[src/rtl/fir_coef_ctrl.sv]
`default_nettype none
// ============================================================================
// Module      : fir_coef_ctrl
// Description : Run-time coefficient controller for a transposed-form FIR.
//               Holds a shadow and an active coefficient bank, passes the
//               upstream sample stream through, and on commit stalls the
//               stream, swaps banks atomically and optionally injects
//               TAPS-1 zero beats to flush stale partial sums.
// Revision    : 1.0 - initial release
// ============================================================================
module fir_coef_ctrl #(
    parameter int DW       = 24,
    parameter int TAPS     = 8,
    parameter int AW       = 3,
    parameter int FLUSH_EN = 1
) (
    input  logic                 clk,
    input  logic                 rst_n,
    input  logic                 cfg_wr_en,
    input  logic [AW-1:0]        cfg_wr_addr,
    input  logic [DW-1:0]        cfg_wr_data,
    input  logic                 cfg_commit,
    output logic                 cfg_busy,
    output logic [7:0]           cfg_version,
    input  logic [DW-1:0]        s_axis_tdata,
    input  logic                 s_axis_tvalid,
    output logic                 s_axis_tready,
    output logic [DW-1:0]        fir_tdata,
    output logic                 fir_tvalid,
    input  logic                 fir_tready,
    output logic                 fir_tuser,
    output logic [TAPS*DW-1:0]   coef_flat
);

    localparam logic [1:0]    c_RUN   = 2'd0;
    localparam logic [1:0]    c_SWAP  = 2'd1;
    localparam logic [1:0]    c_FLUSH = 2'd2;

    // Flush counter only needs to reach TAPS-2 (the last of TAPS-1 beats).
    localparam int            c_CW       = (TAPS > 2) ? $clog2(TAPS) : 1;
    localparam logic [c_CW-1:0] c_CNT_LAST = c_CW'(TAPS - 2);

    // Near-unity passthrough value for tap 0 after reset.
    localparam logic [DW-1:0] c_TAP0_RST = {1'b0, {(DW-1){1'b1}}};

    logic [1:0]      r_state;
    logic [c_CW-1:0] r_cnt;
    logic [7:0]      r_version;
    logic [DW-1:0]   r_shadow [TAPS];
    logic [DW-1:0]   r_active [TAPS];

    // Shadow bank: written in any state; out-of-range addresses match no tap.
    always_ff @(posedge clk) begin
        for (int t = 0; t < TAPS; t++) begin
            if (!rst_n) begin
                r_shadow[t] <= (t == 0) ? c_TAP0_RST : '0;
            end else if (cfg_wr_en && (cfg_wr_addr == AW'(t))) begin
                r_shadow[t] <= cfg_wr_data;
            end
        end
    end

    // Active bank: only ever loaded on the single SWAP cycle.
    always_ff @(posedge clk) begin
        for (int t = 0; t < TAPS; t++) begin
            if (!rst_n) begin
                r_active[t] <= (t == 0) ? c_TAP0_RST : '0;
            end else if (r_state == c_SWAP) begin
                r_active[t] <= r_shadow[t];
            end
        end
    end

    // Control FSM with flush beat counter and swap version counter.
    always_ff @(posedge clk) begin
        if (!rst_n) begin
            r_state   <= c_RUN;
            r_cnt     <= '0;
            r_version <= '0;
        end else begin
            case (r_state)
                c_RUN: begin
                    if (cfg_commit) begin
                        r_state <= c_SWAP;
                    end
                end
                c_SWAP: begin
                    r_version <= r_version + 8'd1;
                    r_cnt     <= '0;
                    r_state   <= (FLUSH_EN != 0) ? c_FLUSH : c_RUN;
                end
                c_FLUSH: begin
                    // fir_tvalid is constant 1 here, so ready alone is the handshake.
                    if (fir_tready) begin
                        if (r_cnt == c_CNT_LAST) begin
                            r_cnt   <= '0;
                            r_state <= c_RUN;
                        end else begin
                            r_cnt <= r_cnt + 1'b1;
                        end
                    end
                end
                default: begin
                    r_state <= c_RUN;
                    r_cnt   <= '0;
                end
            endcase
        end
    end

    // Stream steering: passthrough in RUN, stall in SWAP, zero beats in FLUSH.
    always_comb begin
        fir_tdata     = '0;
        fir_tvalid    = 1'b0;
        fir_tuser     = 1'b0;
        s_axis_tready = 1'b0;
        case (r_state)
            c_RUN: begin
                fir_tdata     = s_axis_tdata;
                fir_tvalid    = s_axis_tvalid;
                s_axis_tready = fir_tready;
            end
            c_FLUSH: begin
                fir_tvalid = 1'b1;
                fir_tuser  = 1'b1;
            end
            default: begin
                fir_tvalid    = 1'b0;
                s_axis_tready = 1'b0;
            end
        endcase
    end

    assign cfg_busy    = (r_state != c_RUN);
    assign cfg_version = r_version;

    generate
        for (genvar t = 0; t < TAPS; t++) begin : g_flat
            assign coef_flat[t*DW +: DW] = r_active[t];
        end
    endgenerate

endmodule
`default_nettype wire

[config.mk]
export PLATFORM = sky130hd
export DESIGN_NAME = fir_coef_ctrl
export DESIGN_NICKNAME = d
export VERILOG_FILES = /design/src/rtl/fir_coef_ctrl.sv
export SDC_FILE = /design/constraint.sdc
export NUM_CORES = 1
export LEC_CHECK = 0
export CORE_MARGIN = 8
export CORE_UTILIZATION = 47
export DETAILED_ROUTE_END_ITERATION = 12
export PLACE_DENSITY = 0.76
export RECOVER_POWER = 25
export SYNTH_ARGS = -nofsm -noshare
export SYNTH_HDL_FRONTEND = slang
export SYNTH_SLANG_ARGS = --single-unit
[constraint.sdc]
create_clock -name clk -period 6.7 [get_ports clk]
set_clock_uncertainty 0.15 [all_clocks]
set_input_delay 1.34 -clock clk [delete_from_list [all_inputs] [get_ports clk]]
set_output_delay 1.34 -clock clk [all_outputs]
set_load 0.01 [all_outputs]
After elaboration in Yosys (flattened, before gate mapping)
Memories as Yosys holds them, arrays and structs flattened. Index checks and enable logic that the tools add are counted.

Register bits after elaboration: 13. RAM bits: 384. Input port bits: 57. Logic and storage cells: 105. Memories kept: 2.

Memory list: r_active (depth 8, width 24, rd ports 8, clocked after Yosys merged registers in 0, write ports 8, line 50) `logic [DW-1:0] r_active [TAPS];`; r_shadow (depth 8, width 24, rd ports 8, clocked after Yosys merged registers in 0, write ports 8, line 49) `logic [DW-1:0] r_shadow [TAPS];`.

Add/subtract/negate cells: 2. Equal/unequal tests: 13. Mux-type cells: 55. Bitwise operators: 17. Reductions and logical operators: 13.

Operators by type and width (count): $mux W24 (17); $mux W1 (30); $or A1 B1 Y1 (16); $eq A3 B3 Y1 const B (5); $add A8 B1 Y8 const B (1); $logic_and A1 B1 Y1 (8); $eq A3 B2 Y1 const B (2); $mux W2 (3); $mux W3 (2); $ne A2 B2 Y1 const B (3); $pmux W2 S3 (1); $pmux W3 S2 (1); $add A3 B1 Y3 const B (1); $eq A3 B1 Y1 const B (1); $logic_not A3 Y1 (1); $reduce_and A3 Y1 (1); $eq A2 B1 Y1 const B (1); $eq A2 B2 Y1 const B (1); $logic_not A2 Y1 (1); $pmux W1 S2 (1); $reduce_and A2 Y1 (1); $reduce_bool A2 Y1 (1); $not A1 Y1 (1).

Longest topological paths before layout
Depth after elaboration: 6. Mapped depth: 6. Depth with buffers taken out: 4.

Least setup slack after synthesis
Ideal clock, no wire load.

Kind: in2reg. Start: input port rst_n. End: memory r_active[0][0], enable pin. Library setup time: 1.538 ns. Arrival: 4.877 ns. Slack: 0.135 ns. Stages: 3. Path buffers: 2. Path through: buf_4 clkbuf_1 nand2_1.

RTL lines: start, declared (line 18) `input logic rst_n,`; end, declared (line 50).

==> results by stage <==
Status:
- The flow ran to the end, but the final reports show violations.
- The checks that failed: max-capacitance violations, max-slew violations.

Cells and area:
- 0 antenna diodes ended up in the layout.
- The count of cells in the finished layout, fillers not included, comes to approximately 1700.
- Compared with the post-synthesis result, the final layout area differs by 30.55%.
- Leaving out fill and tap cells, the most frequent cell in the layout is sky130_fd_sc_hd__edfxtp_1.
- For this run, the post-layout net count is around 1300.
- In the final layout, the share of cells above drive strength 1 is 0.06667.
- Leaving out fill and tap cells, the most frequent cells in the layout are sky130_fd_sc_hd__edfxtp_1, sky130_fd_sc_hd__clkdlybuf4s50_1, sky130_fd_sc_hd__and3_1.
- The finished cells cover ~20000 um2.

Critical path:
- STA classifies the critical path endpoint as a flop.
- The delay of the slowest critical-path stage is approximately 2.3 ns.
- The highest fanout seen on the critical path is around 120.
- Walking the worst path, the cells encountered are nor2b_1 > buf_4 > and3_1.
- The slowest stage of the critical path belongs to the cell sky130_fd_sc_hd__nor2b_1.
- The type of element launching the critical path is a flop.
- The worst setup path category is reg -> reg.
- The endpoint required time on the critical path is a little under 7 ns.
- Data arrives at the worst endpoint at between 4 and 5 ns.

GRT:
- The via count of the first global-routing pass was 8698.
- The total track usage is 0.1942.
- The wire length of the first global-routing pass is ~56 mm.
- Entering global routing, the biggest net connects about 130 pins.
- Summed over all layers, the global routing overflow is 0.
- The initial antenna violation count is 9.

Synth:
- The synthesized netlist net count is just over 1000.
- Counting flops with an async set or reset pin after synthesis yields a share of 0.
- A synthesized cell averages 15.81 um2.
- Of the total synthesized cell area, the portion taken by XOR and XNOR cells is 0.001162.
- Yosys attributes the largest share of cell area to sky130_fd_sc_hd__edfxtp_1, sky130_fd_sc_hd__and2_1, sky130_fd_sc_hd__and3_1.
- The synthesized design spends more area on one cell type than any other, namely sky130_fd_sc_hd__edfxtp_1.
- The count of flip-flops with a built-in enable after synthesis is between 300 and 400.
- The number of synthesized register bits is just under 400.
- The post-synthesis simple-gate area fraction is 0.1884.
- Of the total synthesized cell area, the portion taken by full adders, half adders and majority gates is 0.0008302.
- The most instantiated flip-flop cell in the synthesis netlist is sky130_fd_sc_hd__edfxtp_1.
- The post-synthesis compound-gate area fraction came to 0.006974.
- Synthesis produced a netlist whose cell count is 953.
- The count of yosys warnings during synthesis is 0.
- The share of the synthesized area in the top cell type is 0.7651.
- Of the post-synthesis cell area, the part taken by muxes is 0.001993.
- The post-synthesis cell type count is 37.
- The netlist area before placement is approximately 15000 um2.
- The dominant combinational cell family by area after synthesis is simple AND/OR/NAND/NOR gates.
- The sequential share of the synthesized area is 0.7824.

Detailed routing:
- The count of TritonRoute iterations in the first routing pass is 4.
- The number of nets with antenna violations after routing is 0.
- The routed wire length per instance is around 23 um.
- The routed layout has slightly below 9000 vias.
- The first routing iteration left roughly 760 violations.
- After detailed routing, the number of vias per cell comes to roughly 5.3.
- Wires add up to between 30 and 40 mm.
- The number of DRC violations after detailed routing is 0.

Clocking:
- Clock latency on the worst-skew pair, taken at its later pin, is roughly 0.53 ns.
- The CTS H-tree depth is 2.
- The total of hold buffers inserted after clock tree synthesis is 0.
- The number of buffers added by the clock tree synthesis step is slightly above 40.
- The post-cts sizing count is 0.
- TritonCTS built the clock tree.
- Clock tree synthesis selected as its root buffer the cell sky130_fd_sc_hd__clkbuf_16.
- Buffers added to address setup during post-CTS repair amount to 0.
- The clock input transition at the sequential cells of the worst setup and hold paths is 0.06 ns.
- Clock tree synthesis found a total of between 300 and 400 sinks.
- The number of buffers on the longest clock path is 3.

STA:
- The worst relative slew slack is -1.016.
- Derived from the worst setup path, the maximum achievable clock frequency is 0.2235 GHz.
- The count of pins over their slew limit is roughly 50.
- The total negative setup slack is 0 ns.
- Setup violations remaining at the end of the flow were counted as 0.
- The smallest clock period supported by the final layout is computed as around 4.5 ns.
- The slew of the pin with the lowest slew margin is a little over 3 ns.
- The number of hold violations in the final report is 0.
- Setup repair after global routing left no endpoint under its margin.
- The worst-case setup margin in the final layout is 2.226 ns.
- The final critical-path share of the clock period is 0.6678.

Placed design:
- The detailed-placement wirelength estimate is approximately 24 mm.
- The placed instances occupy a cell area of approximately 18000 um2.
- The routability congestion estimate is about 0.80.
- The setup slack at placement is between 2 and 3 ns.
- During placement, the flow inserted port buffers numbering 284.
- In this run, placement finished with an instance count of ~1600.

Floorplanning:
- The cell row count is 65.
- The width of the die is 195.1 um.
- The core box area is 31560 um2.
- The effective utilization at floorplan is 0.4776.
- The floorplan step set the die height to 195.1 um.
- The I/O pin total is around 290.
- The die outline area is roughly 38000 um2.

Power:
- The overall power of the completed layout is a little under 6000 uW.
- The leakage power of the design is between 0.007 and 0.008 uW.
- IR analysis of the VDD net gives a maximum drop of roughly 240 uV.
- In this run the power density over the cells is just under 300 nW/um2.

Run:
- Across the run, the number of max-cap violations was 1.

Hold path:
- The worst min-delay path class is reg -> reg.
==> through the flow <==
stage / hold WS [ns] / util
detailed placement: 0.3142 / 0.5803
finish: 0.3197 / 0.6235
global route: 0.3557 / 0.6235
global placement: 0.3056 / 0.5803
CTS: 0.3227 / 0.6256
floorplan: 0.3270 / -
==> where the power goes <==
group	internal (uW)	leakage [uW]	total, uW	switching [uW]
logic	206	0.00290	473	267
clock network	1450	0.000687	2380	932
registers	2890	0.00392	2940	47.1
==> synthesized netlist by cell type, types with 2 or more instances <==
cell type                  number
sky130_fd_sc_hd__inv_1          5
sky130_fd_sc_hd__nor2b_1        2
sky130_fd_sc_hd__mux2i_1        3
sky130_fd_sc_hd__buf_2          3
sky130_fd_sc_hd__nor3_1         8
sky130_fd_sc_hd__and2_1       186
sky130_fd_sc_hd__and3_1       170
sky130_fd_sc_hd__buf_4          2
sky130_fd_sc_hd__o21ai_0        7
sky130_fd_sc_hd__or2_1         19
sky130_fd_sc_hd__nand3_1        2
sky130_fd_sc_hd__clkbuf_1      59
sky130_fd_sc_hd__dfxtp_1       13
sky130_fd_sc_hd__edfxtp_1     384
sky130_fd_sc_hd__nor4_1         2
sky130_fd_sc_hd__o31ai_1        3
sky130_fd_sc_hd__or3_1         24
sky130_fd_sc_hd__nand2_1       13
sky130_fd_sc_hd__a21oi_1        5
sky130_fd_sc_hd__nor2_1        16
sky130_fd_sc_hd__nand2b_1       7
sky130_fd_sc_hd__or2_2          4
sky130_fd_sc_hd__xnor2_1        2
==> cell families (layout without fill, tap and decap cells) <==
group	after synthesis	count (layout)
xor gates and xnor gates	2	2
and+or+nand+nor	462	462
muxes	3	3
DFF	397	397
buffers and inverters	70	377
adders and majority gates	1	1
AOI/OAI and AO/OA	18	18
==> layout make-up <==
| type | count | area (um2) |
|---|---|---|
| fill | 2263 | 11880 |
| sequential | 397 | 11790 |
| multi-input combinational | 486 | 3010 |
| timing repair buffer | 297 | 2923 |
| clock buffer | 53 | 1154 |
| tap | 402 | 503.0 |
| clock inverter | 22 | 275.3 |
| inverter | 5 | 18.77 |
==> sequential cells by signal, indices dropped and copies added, names as in the netlist <==
| register | flops |
|---|---|
| r_active | 192 |
| r_cnt | 3 |
| r_state | 2 |
| r_shadow | 192 |
| cfg_version | 8 |
==> critical path: cells and delay by family, from the launching register on <==
family	cells	cell delay, ns
flip-flops	1	0.45
buffers and inverters	1	1.04
AND/OR/NAND/NOR	2	2.57
==> path summary, 6_finish.rpt <==
kind,from,end,slack (ns),cells after the start
worst max register to register,r_state[0],r_active[1][52],2.23,3
worst max-delay path,r_state[0],r_active[1][52],2.23,3
worst min register to register,cfg_version[7],cfg_version[7],0.32,2
worst min-delay path,cfg_version[7],cfg_version[7],0.32,2
==> per-layer routing <==
metal  global-route usage  up-vias  part of all wire
met5                    0        -            0.0011
met4              0.07692        6             0.037
met3              0.05726       84             0.093
met2               0.3123      362              0.47
met1               0.2457     4310              0.39
li1                     -     4031                 -
Power figures use the tool's default switching activity.
